**src/rtl/demux_tdm_1to8.sv**
```systemverilog
// Receive end of the TDM lane: collects one sample per slot into shadow registers
// and publishes each complete frame to dout in a single cycle.
module demux_tdm_1to8 #(
  parameter int CHANNELS = 8,
  parameter int SEL_W    = 3,
  parameter int WIDTH    = 1
) (
  input  logic                      clk,
  input  logic                      rst,
  input  logic [WIDTH-1:0]          din,
  input  logic                      din_valid,
  input  logic                      frame_start,
  output logic [CHANNELS*WIDTH-1:0] dout,
  output logic                      frame_valid,
  output logic [SEL_W-1:0]          slot,
  output logic                      sync_err
);

  typedef enum logic {
    IDLE,
    RUN
  } state_t;

  localparam logic [SEL_W-1:0] LastSlot = SEL_W'(CHANNELS - 1);
  localparam logic [SEL_W-1:0] OneSlot  = SEL_W'(1);

  state_t                                state_q;
  logic [SEL_W-1:0]                      slot_q;
  // The top slot is never shadowed: it goes straight from din into dout.
  logic [CHANNELS-2:0][WIDTH-1:0]        shadow_q;
  logic [CHANNELS-1:0][WIDTH-1:0]        dout_q;
  logic                                  frameValid_q;
  logic                                  syncErr_q;

  always_ff @(posedge clk) begin
    if (rst) begin
      state_q      <= IDLE;
      slot_q       <= '0;
      shadow_q     <= '0;
      dout_q       <= '0;
      frameValid_q <= 1'b0;
      syncErr_q    <= 1'b0;
    end else begin
      frameValid_q <= 1'b0;
      syncErr_q    <= 1'b0;
      if (din_valid) begin
        unique case (state_q)
          IDLE: begin
            if (frame_start) begin
              shadow_q[0] <= din;
              slot_q      <= OneSlot;
              state_q     <= RUN;
            end
          end
          RUN: begin
            if (frame_start) begin
              // A restart anywhere but slot 0 abandons the partial frame.
              if (slot_q != '0) begin
                syncErr_q <= 1'b1;
              end
              shadow_q[0] <= din;
              slot_q      <= OneSlot;
            end else if (slot_q == '0) begin
              syncErr_q <= 1'b1;
              slot_q    <= '0;
              state_q   <= IDLE;
            end else if (slot_q == LastSlot) begin
              dout_q       <= {din, shadow_q};
              frameValid_q <= 1'b1;
              slot_q       <= '0;
            end else begin
              shadow_q[slot_q] <= din;
              slot_q           <= slot_q + OneSlot;
            end
          end
          default: begin
            state_q <= IDLE;
            slot_q  <= '0;
          end
        endcase
      end
    end
  end

  assign dout        = dout_q;
  assign frame_valid = frameValid_q;
  assign slot        = slot_q;
  assign sync_err    = syncErr_q;

endmodule

```
**config.mk**
```make
export PLATFORM = sky130hd
export DESIGN_NAME = demux_tdm_1to8
export DESIGN_NICKNAME = d
export VERILOG_FILES = /design/src/rtl/demux_tdm_1to8.sv
export SDC_FILE = /design/constraint.sdc
export NUM_CORES = 1
export LEC_CHECK = 0
export CAP_MARGIN = 20
export CORE_MARGIN = 2
export CORE_UTILIZATION = 33
export DETAILED_ROUTE_END_ITERATION = 10
export SETUP_SLACK_MARGIN = 0.4
export SYNTH_ARGS = -nofsm -noshare
export SYNTH_HDL_FRONTEND = slang
export SYNTH_SLANG_ARGS = --single-unit
```
**constraint.sdc**
```tcl
create_clock -name clk -period 2.4 [get_ports clk]
set_clock_uncertainty 0.15 [all_clocks]
set_input_delay 0.48 -clock clk [delete_from_list [all_inputs] [get_ports clk]]
set_output_delay 0.48 -clock clk [all_outputs]
set_load 0.02 [all_outputs]
```
==> impl_metrics.csv <==
group,metric,value,unit
grt,grt_max_degree,13,
floorplanning,fp.dieArea,3298,um2
synthesis,synth_top_area_share,44.62,%
setup_path,slowest_delay,0.60,ns
floorplanning,ios,18,
floorplanning,num_rows,19,
drt,vias_per_cell,5.000,
worst_hold_path,holdPathEnd,"dout[1]",
placed_design,dp.cells,148,
setup_path,reg2reg_slack,0.57,ns
drt,drc,0,
clocking,cts_tree,"yes",
sta,final-max-slew-violation-count,0,
cells_and_area,n_antenna_cell,0,
worst_hold_path,min-delay-start,"dout[1]",
setup_path,crit_chain,"clkdlybuf4s50_1",
grt,grt_overflow,0,
synthesis,yosys.area_share.simple,26.03,%
placed_design,place.gp.congestion,0.8097,
clocking,htree_levels,1,
setup_path,r2r_cells,5,
placed_design,portBuffers,17,
sta,setup-violations-final,0,
clocking,numClockSinks,21,
cells_and_area,area_delta_synth_final,24.70,%
drt,ant_nets,0,
drt,drt_iter0_drc,14,
power,p_switching,138.2,uW
setup_path,reg2reg_to,"slot[0]",
drt,vias,765,
synthesis,synth_compound_area_share,11.02,%
setup_path,arrival,1.26,ns
sta,hold_viol_final,0,
sta,whs,0.3103,ns
sta,fmax,529.7,MHz
power,clockPowerShare,28.8,%
floorplanning,start_util,34.46,%
setup_path,endpoint_kind,"output port",
sta,tns,0,ns
synthesis,synth.area.mux_share,6.375,%
power,p_total,575.9,uW
floorplanning,coreArea,2734,um2
synthesis,syn_nets,113,
floorplanning,die_w,57.43,um
outcome,status,"finished clean",
setup_path,cp-start-kind,"flop",
synthesis,ys_ff_latch,21,
sta,min_period,1.888,ns
power,leakage,0.0004955,uW
power,peakVddDrop,0.0002767,V
sta,rsz0062_at_grt,"false",
worst_hold_path,hp-class,"flop to flop",
drt,wire_per_inst,12.11,um
setup_path,critPathKind,"flop to output port",
power,power.density,490.2,nW/um2
grt,antenna_found_initial,0,
setup_path,path_max_fanout,2,
drt,drt-pass1-iter-count,4,
setup_path,reg2reg_from,"slot[1]",
clocking,clk_path_buf_depth,2,
sta,tightest_slew,0.3861,ns
power,sw_frac_of_total,24.00,%
synthesis,synth_xor_area_share,0,%
synthesis,ys_warn_count,0,
power,internal-power,437.7,uW
synthesis,synth_top_family_by_area,"simple AND/OR/NAND/NOR gates",
cells_and_area,finalNetCount,133,
setup_path,cp.buffers_inverters,1,
power,power_frac_seq,62.0,%
synthesis,yosysTopAreaCell,"dfxtp_1",
power,pwr-share-comb,9.3,%
synthesis,postSynthCellCount,103,
setup_path,crit_slowest_cell,"clkdlybuf4s50_1",
synthesis,syn_area,942.2,um2
synthesis,yosysUniqueCellTypes,26,
cells_and_area,drive_above_1_share,9.016,%
placed_design,dpl.hpwl,1348,um
flow_run,drv_cap,0,
floorplanning,die_h,57.43,um
synthesis,avgSynthCellArea,9.147,um2
drt,wirelength,1853,um
clocking,clock_latency,0.30,ns
setup_path,crit_required,1.77,ns
synthesis,synthAdderAreaFrac,6.640,%
grt,grt_pass1_vias,741,
grt,grt_pass1_wl,3243,um
worst_hold_path,whs_path_depth,2,
sta,fin_crit_sh,78.66,%
clocking,numCtsBuffers,3,
setup_path,cpLargestDelayFamily,"buffers and inverters",
synthesis,ys_seq_area_share,44.62,%
cells_and_area,fin_cells,153,
grt,grt.total_usage,12.75,%
clocking,cts_root_buf,"clkbuf_4",
clocking,clkTransAtPathRegs,0.12,ns
synthesis,synth_area_leaders,"dfxtp_1 45%, nand2_1 7.2%, ha_1 6.6%",
sta,slew_headroom,73.99,%
[repair_timing]
action | in CTS | in global routing
buffers inserted | 0 | 1
gates resized for setup | 2 | 2
hold buffers | 0 | 0
endpoints found under the setup margin | 2 | 10
[logic make-up (layout without fill, tap and decap cells)]
logic type                 after synthesis  in the layout
buffers and inverters                   10             29
AOI/OAI and AO/OA                       17             17
muxes                                    6              6
DFF                                     21             21
adders and majority gates                5              5
and+or+nand+nor                         44             44
[placed cells by master, fill, tap and decap left out, drive strengths merged, types with 3 or more instances in the layout]
cell,Yosys,routed
clkdlybuf4s50,0,14
dfxtp,21,21
ha,5,5
a21oi,11,11
clkbuf,2,3
nand2b,8,8
inv,5,5
nand4,7,7
buf,3,3
nand2,18,18
mux2i,6,6
[area by class of cell]
type                       count  area [um2]
timing repair buffer          20       196.4
clock inverter                 1       5.005
clock buffer                   3       22.52
multi-input combinational     72       471.7
sequential                    21       421.7
tap                           31       38.79
fill                         285        1559
inverter                       5       18.77
[worst max-delay path by stage]
stage,startpoint,endpoint,slack [ns],cells after the start
final,dout[6],dout[6],0.51,1
after global routing,slot[1],slot[0],0.40,5
after detailed placement,frame_start,dout[3],0.30,6
after floorplan,slot[1],dout[1],0.51,9
after CTS,slot[2],slot[2],0.39,1
after global placement,din_valid,shadow_q[6],0.34,4
[sequential cells by signal, summed over array words and instances, names as in the netlist]
register     flops
shadow_q         7
sync_err         1
state_q          1
dout             8
slot             3
frame_valid      1
[routing by layer]
layer | routed length (um) | track usage [%]
met4 | 44 | 7.973
met3 | 62 | 2.494
met5 | 0 | 0
met1 | 855 | 15.87
met2 | 890 | 20.13
[synth_stat cells]
master	instances
buf_4	1
inv_1	5
a21oi_1	11
and3b_1	1
nand4_1	7
buf_2	1
mux2i_1	6
buf_6	1
ha_1	5
nor4bb_1	1
nand4b_1	1
a31o_2	1
and4b_1	1
a221oi_1	1
o21ai_0	1
nor3_1	1
nor2_1	2
nor2b_1	2
a311oi_1	1
clkbuf_1	2
and4b_2	1
nand2_1	18
nand2b_1	8
dfxtp_1	21
and4_2	1
a32oi_1	2
[metrics by stage]
stage / cell area, um2 / setup slack [ns] / util, %
3_3_place_gp: 1135 / 0.3393 / 41.51
4_1_cts: 1162 / 0.3868 / 42.52
3_5_place_dp: 1135 / 0.3011 / 41.51
2_1_floorplan: 942.2 / 0.5074 / -
5_1_grt: 1175 / 0.3985 / 42.97
6_report: 1175 / 0.5122 / 42.97
[power groups by stage]
stage / clock network (uW) / logic (uW) / registers (uW)
final: 166 / 53.4 / 357
after global routing: 193 / 60.1 / 358
after detailed placement: 0 / 53.3 / 365
after floorplan: 0 / 30.6 / 366
after global placement: 0 / 52.0 / 364
after CTS: 175 / 53.5 / 357
Power figures use the tool's default switching activity.
